<file path="src/rtl/uart_rx.sv">
// 16x-oversampling 8N1 UART receiver with framing-error and break recovery.
// Optional even-parity checking is enabled by defining UART_RX_PARITY_EN.
module uart_rx #(
  parameter int unsigned CLK_FREQ   = 100000000,
  parameter int unsigned BAUD       = 9600,
  parameter int unsigned OVERSAMPLE = 16,
  parameter int unsigned TICK_DIV   = CLK_FREQ / (BAUD * OVERSAMPLE)
) (
  input  logic       clk,
  input  logic       rst_n,
  input  logic       rx,
  output logic [7:0] data_out,
  output logic       received,
  output logic       framing_err,
`ifdef UART_RX_PARITY_EN
  output logic       parity_err,
`endif
  output logic       busy
);

  localparam int unsigned TW = (TICK_DIV > 1) ? $clog2(TICK_DIV) : 1;
  localparam logic [TW-1:0] TICK_LAST = TW'(TICK_DIV - 1);

  typedef enum logic [2:0] {
    IDLE,
    START,
    DATA,
`ifdef UART_RX_PARITY_EN
    PARITY,
`endif
    STOP,
    WAIT_HIGH
  } state_t;

  state_t        state, state_n;
  logic          rx_s1, rx_sync;
  logic [TW-1:0] tick_cnt, tick_cnt_n;
  logic          tick;
  logic [3:0]    sample_cnt, sample_cnt_n;
  logic [2:0]    bit_idx, bit_idx_n;
  logic [7:0]    shift, shift_n;
  logic [7:0]    data_n;
  logic          recv_n, ferr_n;
  logic          mid_sample;
`ifdef UART_RX_PARITY_EN
  logic          par_bit, par_bit_n, perr_n, par_bad;
  assign par_bad = ^{shift, par_bit};
`endif

  assign tick       = (tick_cnt == TICK_LAST);
  assign mid_sample = tick && (sample_cnt == 4'd15);
  assign busy       = (state != IDLE);

  always_ff @(posedge clk) begin
    if (!rst_n) begin
      rx_s1       <= 1'b1;
      rx_sync     <= 1'b1;
      state       <= IDLE;
      tick_cnt    <= '0;
      sample_cnt  <= '0;
      bit_idx     <= '0;
      shift       <= '0;
      data_out    <= '0;
      received    <= 1'b0;
      framing_err <= 1'b0;
`ifdef UART_RX_PARITY_EN
      par_bit     <= 1'b0;
      parity_err  <= 1'b0;
`endif
    end else begin
      rx_s1       <= rx;
      rx_sync     <= rx_s1;
      state       <= state_n;
      tick_cnt    <= tick_cnt_n;
      sample_cnt  <= sample_cnt_n;
      bit_idx     <= bit_idx_n;
      shift       <= shift_n;
      data_out    <= data_n;
      received    <= recv_n;
      framing_err <= ferr_n;
`ifdef UART_RX_PARITY_EN
      par_bit     <= par_bit_n;
      parity_err  <= perr_n;
`endif
    end
  end

  always_comb begin
    state_n      = state;
    sample_cnt_n = tick ? sample_cnt + 4'd1 : sample_cnt;
    bit_idx_n    = bit_idx;
    shift_n      = shift;
    data_n       = data_out;
    recv_n       = 1'b0;
    ferr_n       = 1'b0;
`ifdef UART_RX_PARITY_EN
    par_bit_n    = par_bit;
    perr_n       = 1'b0;
`endif
    // Counter idles at zero so the first tick lands TICK_DIV clocks after the start edge.
    if (state == IDLE) tick_cnt_n = '0;
    else               tick_cnt_n = tick ? '0 : tick_cnt + 1'b1;

    unique case (state)
      IDLE: begin
        if (!rx_sync) begin
          state_n      = START;
          sample_cnt_n = '0;
        end
      end
      START: begin
        if (tick && sample_cnt == 4'd7) begin
          if (!rx_sync) begin
            state_n      = DATA;
            sample_cnt_n = '0;
            bit_idx_n    = '0;
          end else begin
            state_n = IDLE;
          end
        end
      end
      DATA: begin
        if (mid_sample) begin
          shift_n[bit_idx] = rx_sync;
          if (bit_idx == 3'd7) begin
`ifdef UART_RX_PARITY_EN
            state_n = PARITY;
`else
            state_n = STOP;
`endif
          end else begin
            bit_idx_n = bit_idx + 3'd1;
          end
        end
      end
`ifdef UART_RX_PARITY_EN
      PARITY: begin
        if (mid_sample) begin
          par_bit_n = rx_sync;
          state_n   = STOP;
        end
      end
`endif
      STOP: begin
        if (mid_sample) begin
`ifdef UART_RX_PARITY_EN
          perr_n = par_bad;
`endif
          if (rx_sync) begin
            state_n = IDLE;
`ifdef UART_RX_PARITY_EN
            if (!par_bad) begin
              data_n = shift;
              recv_n = 1'b1;
            end
`else
            data_n = shift;
            recv_n = 1'b1;
`endif
          end else begin
            ferr_n  = 1'b1;
            state_n = WAIT_HIGH;
          end
        end
      end
      WAIT_HIGH: begin
        if (rx_sync) state_n = IDLE;
      end
      default: state_n = IDLE;
    endcase
  end

endmodule

</file>
<file path="config.mk">
export PLATFORM = sky130hd
export DESIGN_NAME = uart_rx
export DESIGN_NICKNAME = d
export VERILOG_FILES = /design/src/rtl/uart_rx.sv
export SDC_FILE = /design/constraint.sdc
export NUM_CORES = 1
export LEC_CHECK = 0
export ABC_AREA = 1
export CAP_MARGIN = 15
export CORE_MARGIN = 4
export CORE_UTILIZATION = 25
export DETAILED_ROUTE_END_ITERATION = 10
export PLACE_DENSITY = 0.42
export SYNTH_ARGS = -nofsm -noshare
export SYNTH_HDL_FRONTEND = slang
export SYNTH_SLANG_ARGS = --single-unit
export TNS_END_PERCENT = 10
</file>
<file path="constraint.sdc">
create_clock -name clk -period 3.15 [get_ports clk]
set_input_delay 0.315 -clock clk [delete_from_list [all_inputs] [get_ports clk]]
set_output_delay 0.315 -clock clk [all_outputs]
set_load 0.03 [all_outputs]
</file>
==> metrics.yaml, run 1 <==
status: "complete, no violations"
synth-edff-count: 0
cap_violations: 0
rsz0062_at_grt: "false"
drtIter0Drc: 105
cts_tree: "built"
final_layout_size_suffix_gt1_share_pct: 8.87
syn_area_per_cell_um2: 7.25
hold_path_class: "reg2reg"
fillCellCount: 796
yosys.area.top_type_share_pct: 42.0
finalSetupViolations: 0
fin_crit_ns: 2.03
maxSlewHeadroom_pct: 68.3
fmax_mhz: 492
portBuffers: 13
wl_per_cell_um: 10.7
cts_max_level: 2
root_buffer: "clkbuf_8"
dieHeight_um: 95.3
synth_area_um2: 1910
fin_skew_ns: 0.00552
worst_pin_slew_ns: 0.475
place_area_um2: 2150
leakage_nw: 0.909
synth_seq_cells: 40
worstPathMaxFanout: 4
clock_latency_ns: 0.29
synthFlopType: "dfxtp_1"
grt_overflow_total: 0
dr.pass1.iters: 4
vdd_drop_max_mv: 0.181
layout.nets: 289
fp-row-count: 31
ioPinCount: 14
antenna_found_initial: 0
initial_core_util_pct: 26.0
cp_common_cell: "inv_1"
area_delta_synth_final_pct: 17.5
path_cells: "inv_1, nand2_1, nor2_1, inv_1, clkdlybuf4s50_1"
grt_pass1_vias: 1427
cp-end-kind: "output port"
vias_per_cell: 4.18
finalInstanceArea_um2: 2240
drc_errors: 0
finalSetupTns_ns: 0
multiInputGateArea_um2: 960
cts_num_sinks: 40
yosysWarnings: 0
synth_nets: 271
finalHoldViolCount: 0
crit_type: "reg2out"
cp.arrival_ns: 1.72
synth_cells: 263
drt-total-wl_mm: 4.07
numCtsBuffers: 5
power_density_nw_per_um2: 447
grt_pass1_wl_mm: 6.76
diodes: 0
clk_pin_slew_ns: 0.08
crit_required_ns: 2.83
postCtsResizedCells: 0
seq_area_frac_synth_pct: 42.0
core_um2: 7330
num_vias: 1592
slowest_delay_ns: 0.69
synth_area_leaders: "dfxtp_1 42%, nor2_1 12%, nand2_1 8.7%, inv_1 5.9%, nand3_1 3.4%"
grt_max_degree: 16
min_period_over_period_pct: 64.6
crit_slowest_cell: "clkdlybuf4s50_1"
post_cts_buffers: 0
synth-async-reset-ratio_pct: 0
ant_nets: 0
max-clock-path-buffers: 2
netlist_top_cells_count: "63 x nor2_1, 44 x nand2_1, 40 x dfxtp_1"
die_area_um2: 9080
seq_area_um2: 801
grt_usage_pct: 9.66
netlist.top_cell.by_area: "dfxtp_1"
cts-hold-fix-buffers: 0
synth_most_common_cell: "nor2_1"
die_width_um: 95.3
synth_cell_types: 30
slew_viol_final: 0
dpl.hpwl_mm: 3.09
cp-start-kind: "flip-flop"
gp_congestion: 0.793
[power breakdown]
group          leakage, nW  internal (mW)  switching [mW]
combinational        0.541         0.0365          0.0741
clock               0.0445          0.178           0.177
sequential           0.323          0.518          0.0165
[logic make-up after synthesis]
family / count (synthesis) / share of synthesized area, %
xor gates and xnor gates: 3 / 1.38
and+or+nand+nor: 153 / 37.9
buffers and inverters: 36 / 7.62
adders and majority gates: 5 / 3.28
muxes: 1 / 0.525
DFF: 40 / 42.0
AOI/OAI and AO/OA: 25 / 7.29
[flip-flops by register name (all words and copies together) (netlist names)]
name,cells
received,1
tick_cnt,10
state,3
rx_s1,1
data_out,8
bit_idx,3
rx_sync,1
framing_err,1
sample_cnt,4
shift,8
[routing by layer]
layer  track usage, %  part of all wire [%]  vias to the layer above
met4             3.61                   1.3                        0
met3             2.68                   3.9                        5
met5                0                     0                        -
met2             13.8                    39                       23
li1                 -                     -                      875
met1             13.7                    56                      689
[metrics by stage]
step	setup WS (ns)	power [mW]	utilization, %	hold slack (ns)	cells
floorplan	1.66	0.629	-	0.393	263
global placement	1.33	0.661	29.3	0.408	373
detailed placement	1.34	0.657	29.3	0.403	373
CTS	1.09	1.02	30.6	0.422	381
global route	0.992	1.05	30.6	0.436	381
finish	1.12	1.00	30.6	0.417	381
[layout make-up]
cell class / count / share of cell area, %
Multi-Input combinational cell: 187 / 42.8
Clock inverter: 1 / 0.335
Timing Repair Buffer: 14 / 6.15
Sequential cell: 40 / 35.8
Inverter: 33 / 5.53
Tap cell: 99 / 5.53
Clock buffer: 7 / 3.85
[final timing paths]
path	slack [ns]	startpoint	endpoint	cells past startpoint
hold / removal	0.42	rx_s1	rx_sync	1
setup reg to reg	1.37	rx_sync	data_out[0]	5
setup / recovery	1.12	state[0]	busy	5
hold reg to reg	0.42	rx_s1	rx_sync	1
[worst max-delay path: cells and delay by family (launching register included)]
| kind | cells | cell delay (ns) |
|---|---|---|
| buffers and inverters | 3 | 0.86 |
| DFF | 1 | 0.38 |
| and+or+nand+nor | 2 | 0.19 |
[placed cells by master, fill, tap and decap left out, types with 2 or more instances in the layout]
cell and n:
nor2_1 63, inv_1 30, nand3_1 13, o21ai_0 12, nand4_1 7, nor3b_1 2
nand2_1 44, xor2_1 3, clkdlybuf4s50_1 13, a31oi_1 2, a21oi_1 7, nor2_4 3
ha_1 5, or2_2 2, clkbuf_8 6, dfxtp_1 40, nor3_1 12, inv_2 3
Note: power is estimated with default switching activity, not from simulation.
==> run 2, diff against run 1 <==
==> constraint.sdc (replaced) <==
create_clock -name clk -period 1.9 [get_ports clk]
set_input_delay 0.19 -clock clk [delete_from_list [all_inputs] [get_ports clk]]
set_output_delay 0.19 -clock clk [all_outputs]
set_load 0.03 [all_outputs]
==> run 2 against run 1 <==
Against the previous run:
- utilization grew 1.1 points
- final area rose by 3.5%
- count of clock-buffer cells in the layout down 2
- register-to-register slack got worse by 1.2 ns
- via count grew 3.6%
- clock skew increased by 0.0064 ns
- critical path type is now reg2reg
- die area is the same
- critical path depth grew 6
- cell count is 1.6% higher
- largest cell class unchanged
==> metrics.yaml, run 2 (synthesis gave the netlist of run 1 again) <==
status: "complete, no violations"
clk_pin_slew_ns: 0.08  # about the same
grt_max_degree: 19  # +3
finalHoldViolCount: 0  # unchanged
crit_type: "reg2reg"
dpl.hpwl_mm: 3.03  # -2.0%
fp-row-count: 31  # unchanged
fin_util_pct: 31.6  # +1.1 points
largest_reg_flops: 10  # unchanged
die_area_um2: 9080  # unchanged
wl_per_cell_um: 10.6  # -0.61%
crit_slowest_cell: "dfxtp_1"
layout.nets: 295  # +2.1%
rsz0062_at_grt: "false"
path_cells: "inv_1, ha_1, nand2_1, nor2_4, buf_4, buf_4, nand3_1, nand2_1, nand2_1, o21ai_2, nor2_1"
holdPathStages: 1  # unchanged
cts_tree: "built"
initial_core_util_pct: 26.0  # unchanged
cp-start-kind: "flip-flop"
p_switching_mw: 0.471  # +76%
p_int_mw: 1.31  # +79%
fin_skew_ns: 0.0119  # +0.00636 ns
cp-end-kind: "flip-flop"
crit_required_ns: 2.08  # -0.75 ns
switching_share_pct: 26.4  # -0.34 points
min_period_over_period_pct: 91.5
grt_pass1_vias: 1556  # +9.0%
portBuffers: 13  # unchanged
cts-hold-fix-buffers: 0  # unchanged
grt_overflow_total: 0  # unchanged
fin_crit_ns: 1.74
largestRegisters: "tick_cnt (10), data_out (8), shift (8)"
vdd_drop_max_mv: 0.432  # +140%
ioPinCount: 14  # unchanged
finalSetupTns_ns: 0  # unchanged
diodes: 0  # unchanged
cts_num_sinks: 40  # unchanged
fmax_mhz: 575
critical_path_buf_inv_count: 3  # unchanged
max-clock-path-buffers: 2  # unchanged
largest-register: "tick_cnt"
area_delta_synth_final_pct: 21.6
gp_congestion: 0.721  # -9.2%
cpLargestDelayFamily: "simple AND/OR/NAND/NOR gates"
worst-path-stages: 11  # +6
die_width_um: 95.3  # unchanged
leakage_nw: 0.956  # +5.1%
drtIter0Drc: 99  # -5.7%
vias_per_cell: 4.26  # +2.0%
grt_pass1_wl_mm: 7.27  # +7.7%
reg2reg_depth: 11  # +6
maxSlewHeadroom_pct: 74.5  # +6.2 points
slew_viol_final: 0  # unchanged
dieHeight_um: 95.3  # unchanged
clockPowerShare_pct: 40.1  # +4.6 points
worst_pin_slew_ns: 0.379  # -0.0959 ns
hold_path_class: "reg2reg"
dr.pass1.iters: 4  # unchanged
power_density_nw_per_um2: 770  # +72%
layout_commonest_cell: "nor2_1"
num_vias: 1650  # +3.6%
drc_errors: 0  # unchanged
cp_common_cell: "nand2_1"
cts_max_level: 2  # unchanged
root_buffer: "clkbuf_8"
final_cell_mix: "63 x nor2_1, 44 x nand2_1, 40 x dfxtp_1, 29 x inv_1"
core_um2: 7330  # unchanged
pwr-share-seq_pct: 49.5  # -4.0 points
numCtsBuffers: 5  # unchanged
slowest_delay_ns: 0.35  # -0.34 ns
cp.arrival_ns: 1.92  # +0.20 ns
worstPathMaxFanout: 5  # +1
ant_nets: 0  # unchanged
antenna_found_initial: 0  # unchanged
final_layout_size_suffix_gt1_share_pct: 11.8  # +2.9 points
grt_usage_pct: 10.3  # +0.65 points
drt-total-wl_mm: 4.11  # +0.96%
cap_violations: 0  # unchanged
clock_latency_ns: 0.30  # about the same
comb_power_share_pct: 10.4  # -0.7 points
finalSetupViolations: 0  # unchanged
## run 2: power by group through the flow
stage | Sequential, mW | Clock (mW) | Combinational [mW]
2_1_floorplan | 0.897 | 0 | 0.146
3_3_place_gp | 0.904 | 0 | 0.191
3_5_place_dp | 0.903 | 0 | 0.189
4_1_cts | 0.883 | 0.745 | 0.187
5_1_grt | 0.888 | 0.783 | 0.218
6_report | 0.884 | 0.716 | 0.185
## run 2: per-layer routing
metal  GRT usage (%)  vias up  part of all wire, %
met2            14.3       30                   42
met4            4.33        0                  2.1
li1                -      891                    -
met3            3.00        9                  3.8
met5               0        -                    0
met1            14.7      720                   52
## run 2: per-stage QoR
| step | cell area, um^2 | power, mW | worst slack, ns | hold slack [ns] | instances |
|---|---|---|---|---|---|
| floorplan | 1910 | 1.04 | 0.411 | 0.297 | 263 |
| global route | 2320 | 1.89 | 0.0293 | 0.447 | 387 |
| CTS | 2280 | 1.82 | 0.154 | 0.420 | 383 |
| finish | 2320 | 1.78 | 0.161 | 0.416 | 387 |
| global placement | 2160 | 1.10 | 0.192 | 0.397 | 375 |
| detailed placement | 2160 | 1.09 | 0.155 | 0.398 | 375 |
## run 2: area by class of cell
| cell class | count | area (um^2) |
|---|---|---|
| Tap cell | 99 | 124 |
| Clock inverter | 3 | 47.5 |
| Fill cell | 797 | 5010 |
| Sequential cell | 40 | 801 |
| Inverter | 33 | 126 |
| Multi-Input combinational cell | 187 | 965 |
| Clock buffer | 5 | 68.8 |
| Timing Repair Buffer | 20 | 185 |
## run 2: path summary, 6_finish.rpt
| check | start | end | slack (ns) |
|---|---|---|---|
| worst max-delay path | tick_cnt[0] | sample_cnt[3] | 0.16 |
| worst min-delay path | rx_s1 | rx_sync | 0.42 |
| worst max register to register | tick_cnt[0] | sample_cnt[3] | 0.16 |
| worst min register to register | rx_s1 | rx_sync | 0.42 |
## run 2: what timing repair did
item                       4_1_cts  5_1_grt
pin swaps                        0        2
buffers inserted                 0        4
resized for setup                1        4
setup endpoints to repair        1        8
==> run 3, diff against run 2 <==
--- a/config.mk
+++ b/config.mk
@@ -9,6 +9,7 @@
 export CAP_MARGIN = 15
 export CORE_MARGIN = 4
 export CORE_UTILIZATION = 25
+export CTS_CLUSTER_DIAMETER = 30
 export DETAILED_ROUTE_END_ITERATION = 10
 export PLACE_DENSITY = 0.42
 export SYNTH_ARGS = -nofsm -noshare
==> results of run 3 <==
Final layout, timing and power as in run 2 (identical DEF).
